$ cat config.mk
export PLATFORM = sky130hd
export DESIGN_NAME = cpu_step_controller_flat
export DESIGN_NICKNAME = d
export VERILOG_FILES = /design/src/rtl/step_ctrl_pkg.sv /design/src/rtl/cpu_step_controller_if.sv /design/src/rtl/button_debouncer.sv /design/src/rtl/cpu_step_controller.sv /design/src/flat_wrapper.sv
export SDC_FILE = /design/constraint.sdc
export NUM_CORES = 1
export LEC_CHECK = 0
export ABC_CLOCK_PERIOD_IN_PS = 4000
export CAP_MARGIN = 20
export CORE_MARGIN = 4
export CORE_UTILIZATION = 57
export DETAILED_ROUTE_END_ITERATION = 10
export PLACE_DENSITY = 0.93
export SYNTH_ARGS = -nofsm -noshare
export SYNTH_HDL_FRONTEND = slang
export SYNTH_HIERARCHICAL = 1
export SYNTH_SLANG_ARGS = --single-unit
export TNS_END_PERCENT = 20
$ cat constraint.sdc
create_clock -name clk -period 4 [get_ports clk]
set_input_delay 1.2 -clock clk [delete_from_list [all_inputs] [get_ports clk]]
set_output_delay 1.2 -clock clk [all_outputs]
set_load 0.005 [all_outputs]
$ cat src/rtl/step_ctrl_pkg.sv
// Shared types and build constants for the CPU step controller.
// Both the top level and the button debouncer import this package.
package step_ctrl_pkg;

    typedef enum logic [1:0] {
        ST_IDLE = 2'd0,
        ST_RUN  = 2'd1,
        ST_HALT = 2'd2
    } step_state_e;

    // Short debounce for simulation; the board build needs ~10 ms at the CPU clock.
    localparam int DEBOUNCE_CYCLES_SIM   = 16;
    localparam int DEBOUNCE_CYCLES_BOARD = 1000000;
    localparam int RUN_DIV_DEFAULT       = 4;

    function automatic int count_width(input int max_count);
        return $clog2(max_count) + 1;
    endfunction

endpackage

$ cat src/rtl/cpu_step_controller_if.sv
// Board/core facing signals of the step controller.
// The master side drives buttons and halt/clear; the slave side is the controller.
interface cpu_step_controller_if;

    logic        step_btn_i;
    logic        run_mode_i;
    logic        halt_i;
    logic        clear_i;
    logic        cpu_en_o;
    logic [31:0] step_count_o;
    logic        halted_o;
    logic [1:0]  state_o;

    modport master (
        output step_btn_i,
        output run_mode_i,
        output halt_i,
        output clear_i,
        input  cpu_en_o,
        input  step_count_o,
        input  halted_o,
        input  state_o
    );

    modport slave (
        input  step_btn_i,
        input  run_mode_i,
        input  halt_i,
        input  clear_i,
        output cpu_en_o,
        output step_count_o,
        output halted_o,
        output state_o
    );

endinterface

$ cat src/rtl/button_debouncer.sv
// Two-flop synchronizer, stable-level debounce counter and rising-edge pulse
// for a raw mechanical button.
module button_debouncer
    import step_ctrl_pkg::*;
#(
    parameter int DEBOUNCE_CYCLES = DEBOUNCE_CYCLES_SIM
) (
    input  logic clk,
    input  logic rst_n,
    input  logic btn_i,
    output logic rise_o
);

    localparam int              DB_W    = count_width(DEBOUNCE_CYCLES);
    localparam logic [DB_W-1:0] DB_LAST = DB_W'(DEBOUNCE_CYCLES - 1);

    logic            sync1_q, sync1_d;
    logic            sync2_q, sync2_d;
    logic            db_q, db_d;
    logic            db_prev_q, db_prev_d;
    logic [DB_W-1:0] db_cnt_q, db_cnt_d;

    // Any disagreement shorter than DEBOUNCE_CYCLES restarts the count.
    always_comb begin
        sync1_d   = btn_i;
        sync2_d   = sync1_q;
        db_d      = db_q;
        db_cnt_d  = db_cnt_q;
        db_prev_d = db_q;
        if (sync2_q == db_q) begin
            db_cnt_d = '0;
        end else if (db_cnt_q == DB_LAST) begin
            db_d     = sync2_q;
            db_cnt_d = '0;
        end else begin
            db_cnt_d = db_cnt_q + 1'b1;
        end
    end

    always_ff @(posedge clk or negedge rst_n) begin
        if (!rst_n) begin
            sync1_q   <= 1'b0;
            sync2_q   <= 1'b0;
            db_q      <= 1'b0;
            db_prev_q <= 1'b0;
            db_cnt_q  <= '0;
        end else begin
            sync1_q   <= sync1_d;
            sync2_q   <= sync2_d;
            db_q      <= db_d;
            db_prev_q <= db_prev_d;
            db_cnt_q  <= db_cnt_d;
        end
    end

    assign rise_o = db_q & ~db_prev_q;

endmodule

$ cat src/rtl/cpu_step_controller.sv
// Produces the single-cycle CPU clock enable from a debounced step button or a
// free-running divider, latches halt requests and counts executed steps.
module cpu_step_controller
    import step_ctrl_pkg::*;
#(
    parameter int DEBOUNCE_CYCLES = DEBOUNCE_CYCLES_SIM,
    parameter int RUN_DIV         = RUN_DIV_DEFAULT
) (
    input  logic                  clk,
    input  logic                  resetC,
    cpu_step_controller_if.slave  bus
);

    localparam int              RD_W     = count_width(RUN_DIV);
    localparam logic [RD_W-1:0] RUN_LAST = RD_W'(RUN_DIV - 1);

    logic            step_req;
    logic            run_s;

    logic            run_sync1_q, run_sync1_d;
    logic            run_sync2_q, run_sync2_d;
    step_state_e     state_q, state_d;
    logic [RD_W-1:0] run_cnt_q, run_cnt_d;
    logic            cpu_en_q, cpu_en_d;
    logic            halted_q, halted_d;
    logic [31:0]     step_count_q, step_count_d;

    button_debouncer #(
        .DEBOUNCE_CYCLES (DEBOUNCE_CYCLES)
    ) u_step_btn (
        .clk    (clk),
        .rst_n  (resetC),
        .btn_i  (bus.step_btn_i),
        .rise_o (step_req)
    );

    assign run_s = run_sync2_q;

    // Halt overrides everything; a step edge seen outside IDLE is simply dropped.
    always_comb begin
        state_d   = state_q;
        run_cnt_d = run_cnt_q;
        cpu_en_d  = 1'b0;
        if (bus.halt_i) begin
            state_d   = ST_HALT;
            run_cnt_d = '0;
        end else begin
            case (state_q)
                ST_IDLE: begin
                    if (run_s) begin
                        state_d   = ST_RUN;
                        run_cnt_d = '0;
                    end else if (step_req) begin
                        cpu_en_d = 1'b1;
                    end
                end
                ST_RUN: begin
                    if (!run_s) begin
                        state_d   = ST_IDLE;
                        run_cnt_d = '0;
                    end else if (run_cnt_q == RUN_LAST) begin
                        cpu_en_d  = 1'b1;
                        run_cnt_d = '0;
                    end else begin
                        run_cnt_d = run_cnt_q + 1'b1;
                    end
                end
                ST_HALT: begin
                    if (bus.clear_i) begin
                        state_d = ST_IDLE;
                    end
                end
                default: begin
                    state_d   = ST_IDLE;
                    run_cnt_d = '0;
                end
            endcase
        end
        halted_d = (state_d == ST_HALT);
    end

    // Clear takes precedence over the increment from an enable in the same cycle.
    always_comb begin
        run_sync1_d  = bus.run_mode_i;
        run_sync2_d  = run_sync1_q;
        step_count_d = step_count_q;
        if (bus.clear_i) begin
            step_count_d = '0;
        end else if (cpu_en_q) begin
            step_count_d = step_count_q + 32'd1;
        end
    end

    always_ff @(posedge clk or negedge resetC) begin
        if (!resetC) begin
            run_sync1_q  <= 1'b0;
            run_sync2_q  <= 1'b0;
            state_q      <= ST_IDLE;
            run_cnt_q    <= '0;
            cpu_en_q     <= 1'b0;
            halted_q     <= 1'b0;
            step_count_q <= '0;
        end else begin
            run_sync1_q  <= run_sync1_d;
            run_sync2_q  <= run_sync2_d;
            state_q      <= state_d;
            run_cnt_q    <= run_cnt_d;
            cpu_en_q     <= cpu_en_d;
            halted_q     <= halted_d;
            step_count_q <= step_count_d;
        end
    end

    assign bus.cpu_en_o     = cpu_en_q;
    assign bus.step_count_o = step_count_q;
    assign bus.halted_o     = halted_q;
    assign bus.state_o      = state_q;

endmodule
$ cat src/flat_wrapper.sv
// flat-port wrapper written by rule: the top's interface ports become plain ports
module cpu_step_controller_flat import step_ctrl_pkg::*;
#(
    parameter int DEBOUNCE_CYCLES = DEBOUNCE_CYCLES_SIM,
    parameter int RUN_DIV         = RUN_DIV_DEFAULT
)
  (clk, resetC, bus_step_btn_i, bus_run_mode_i, bus_halt_i, bus_clear_i, bus_cpu_en_o, bus_step_count_o, bus_halted_o, bus_state_o);
  cpu_step_controller_if bus_i ();
  input  logic clk;
  input  logic resetC;
  input wire logic [$bits(bus_i.step_btn_i)-1:0] bus_step_btn_i;
  input wire logic [$bits(bus_i.run_mode_i)-1:0] bus_run_mode_i;
  input wire logic [$bits(bus_i.halt_i)-1:0] bus_halt_i;
  input wire logic [$bits(bus_i.clear_i)-1:0] bus_clear_i;
  output wire logic [$bits(bus_i.cpu_en_o)-1:0] bus_cpu_en_o;
  output wire logic [$bits(bus_i.step_count_o)-1:0] bus_step_count_o;
  output wire logic [$bits(bus_i.halted_o)-1:0] bus_halted_o;
  output wire logic [$bits(bus_i.state_o)-1:0] bus_state_o;
  assign bus_i.step_btn_i = bus_step_btn_i;
  assign bus_i.run_mode_i = bus_run_mode_i;
  assign bus_i.halt_i = bus_halt_i;
  assign bus_i.clear_i = bus_clear_i;
  assign bus_cpu_en_o = bus_i.cpu_en_o;
  assign bus_step_count_o = bus_i.step_count_o;
  assign bus_halted_o = bus_i.halted_o;
  assign bus_state_o = bus_i.state_o;
  cpu_step_controller #(.DEBOUNCE_CYCLES(DEBOUNCE_CYCLES), .RUN_DIV(RUN_DIV)) u_core (.clk(clk), .resetC(resetC), .bus(bus_i));
endmodule
==> results_dict.tcl <==
set metrics [dict create \
    worst_ep_arrival_time_ps 3120 \
    first_global_vias 1934 \
    yosys.area.top_type "dfrtp_1" \
    clock_path_buffers 2 \
    port_buffers 41 \
    place_congestion 0.835 \
    synth-seq-cells 50 \
    synthArstFlopShare_pct 100 \
    startpoint_type "input port" \
    antenna_found_initial 0 \
    crit_family "buffers and inverters" \
    finalHoldViolations 0 \
    wl_per_cell_microns 16.3 \
    cts-root-buf "clkbuf_8" \
    cts.sinks 50 \
    drive_gt1_share_pct 8.74 \
    layout_common_cells "dfrtp_1, clkdlybuf4s50_1, a21oi_1" \
    max_cap_viol_count 0 \
    io_pins 42 \
    rsz0062_at_grt "false" \
    synth.distinct_cells 44 \
    syn_inst 245 \
    p_per_area_mw_per_mm2 306 \
    fillers 296 \
    viasPerCell 6.12 \
    whs_ps 361 \
    crit_fanout 37 \
    dr_total_vias 2056 \
    coreArea_sq_mm 0.00412 \
    nets 294 \
    die_w_microns 74.1 \
    slew_headroom_pct 67.0 \
    path_class "in -> reg" \
    place_ws_ps 774 \
    utilization_pct 73.5 \
    grt_max_degree 51 \
    ir_worst_vdd_mv 0.254 \
    netlist_area_sq_mm 0.00249 \
    drc 0 \
    cts_tree "built" \
    reg2reg_slack_ps 1710 \
    yosys_warnings 6 \
    post-cts-setup-buffers 0 \
    dr.pass1.iters 4 \
    fin_ws_ps 1090 \
    path_clk_slew_ps 100 \
    cts_max_level 2 \
    fmax_mhz 344 \
    synth_area_leaders "dfrtp_1, a21oi_1, o31ai_1, or4_1, nand3_1" \
    cp_cell_sequence "clkdlybuf4s50_1 > buf_4 > o2111a_1 > nand2_1 > nor4_1 > mux2_2" \
    hp-class "reg -> reg" \
    final_common_cell "dfrtp_1" \
    initial_core_util_pct 60.5 \
    wirelength_microns 5490 \
    post-route-min-period_ps 2910 \
    syn_nets 254 \
    fp.dieH_microns 74.1 \
    status "finished, final reports clean" \
    setup_tns_ps 0 \
    tightest_slew_ps 496 \
    synth-main-ff-cell "dfrtp_1" \
    synthToLayoutAreaGrowth_pct 21.6 \
    grt_overflow 0 \
    power_leakage_nw 1.20 \
    diodes 0 \
    crit_path_end_kind "flip-flop" \
    grtUsageTotal_pct 21.5 \
    slowest_delay_ps 480 \
    cp_slowest_cell "clkdlybuf4s50_1" \
    skew_ps 8.90 \
    required_ps 4210 \
    cts.hold.buffers_added 0 \
    crit_buf_inv 2 \
    drtIter0Drc 273 \
    setup_viol 0 \
    finalMaxSlewViolations 0 \
    ant_nets 0 \
    rows 23 \
    cts_buffers 5 \
    synth_area_per_cell_sq_um 10.2 \
    synth_edf_count 0 \
    fin_crit_sh_pct 72.7 \
    cts_resized 0 \
    design.die.area_sq_mm 0.00549 \
    grt_pass1_wl_microns 9120 \
    worstSkewPairLatency_ps 310 \
    dp_hpwl_microns 3670 \
    netlist.area_leader.share_pct 50.3 \
    synth.yosys.seq_area_share_pct 50.3 \
]
-- final cells by class --
type,count,area [sq um],area share [%]
Sequential cell,50,1250,41.3
Multi-Input combinational cell,179,1140,37.7
Timing Repair Buffer,43,433,14.3
Clock buffer,5,68.8,2.27
Tap cell,50,62.6,2.07
Clock inverter,3,47.5,1.57
Inverter,6,22.5,0.744
-- per-layer routing --
| metal | global-route usage (%) | share of wire (%) | wire, microns |
|---|---|---|---|
| met5 | 0 | 0 | 0 |
| met3 | 5.68 | 5.4 | 297 |
| met2 | 34.0 | 49 | 2680 |
| met4 | 6.24 | 0.89 | 49 |
| met1 | 29.3 | 45 | 2460 |
-- sequential cells by signal (all words and copies together) (netlist names) --
| signal | cells |
|---|---|
| u_core/bus.cpu_en_o | 1 |
| u_core/bus.halted_o | 1 |
| u_core/bus.state_o | 2 |
| u_core/bus.step_count_o | 32 |
| u_core/run_cnt_q | 3 |
| u_core/run_s | 1 |
| u_core/run_sync1_q | 1 |
| u_core/u_step_btn/db_cnt_q | 5 |
| u_core/u_step_btn/db_prev_d | 1 |
| u_core/u_step_btn/db_prev_q | 1 |
| u_core/u_step_btn/sync1_q | 1 |
| u_core/u_step_btn/sync2_q | 1 |
-- logic make-up (layout without fill, tap and decap cells) --
family                     after synthesis  in the layout  share of synthesized area, %
and+or+nand+nor                        110            110                          25.6
DFF                                     50             50                          50.3
AOI/OAI and AO/OA                       49             49                          12.5
buffers and inverters                   16             57                          3.87
xor gates and xnor gates                14             14                          4.93
adders and majority gates                3              3                          1.51
muxes                                    3              3                          1.31
-- stage by stage --
stage          instance area [sq um]  instances  power, W
2_1_floorplan                   2490        245  0.000542
3_3_place_gp                    2890        327  0.000561
3_5_place_dp                    2890        327  0.000562
4_1_cts                         3010        335  0.000930
5_1_grt                         3030        336  0.000958
6_report                        3030        336  0.000925
-- report_power, final --
group / switching [W] / internal, W
logic: 0.0000233 / 0.0000139
registers: 0.00000512 / 0.000511
clock network: 0.000180 / 0.000191
total: 0.000208 / 0.000716
-- worst paths after layout --
kind	cells after the start	end	start
worst max-delay path	6	u_core/bus.step_count_o[30]	bus_clear_i
worst min-delay path	0	u_core/u_step_btn/sync2_q	u_core/u_step_btn/sync1_q
worst max register to register	5	u_core/bus.step_count_o[30]	u_core/bus.step_count_o[0]
worst min register to register	0	u_core/u_step_btn/sync2_q	u_core/u_step_btn/sync1_q
max in group asynchronous	2	u_core/bus.step_count_o[22]	resetC
min in group asynchronous	1	u_core/bus.step_count_o[10]	resetC
-- synthesized netlist by cell type (2+ instances only) --
cell type	instances
nand4_1	11
a21oi_1	22
or4_1	14
o31ai_1	14
and3_2	2
and3_1	3
nor3_1	5
nor2b_1	3
clkbuf_1	4
inv_1	6
buf_6	3
xor2_1	8
nor2_1	18
and4_1	2
buf_4	2
or4_4	2
dfrtp_1	50
o2111a_1	2
o21ai_0	6
or3_1	7
ha_1	3
or2_2	2
nor4_1	3
nand2_1	14
xnor2_1	6
nand3_1	15
No activity file was read; power rests on OpenSTA's default activity.
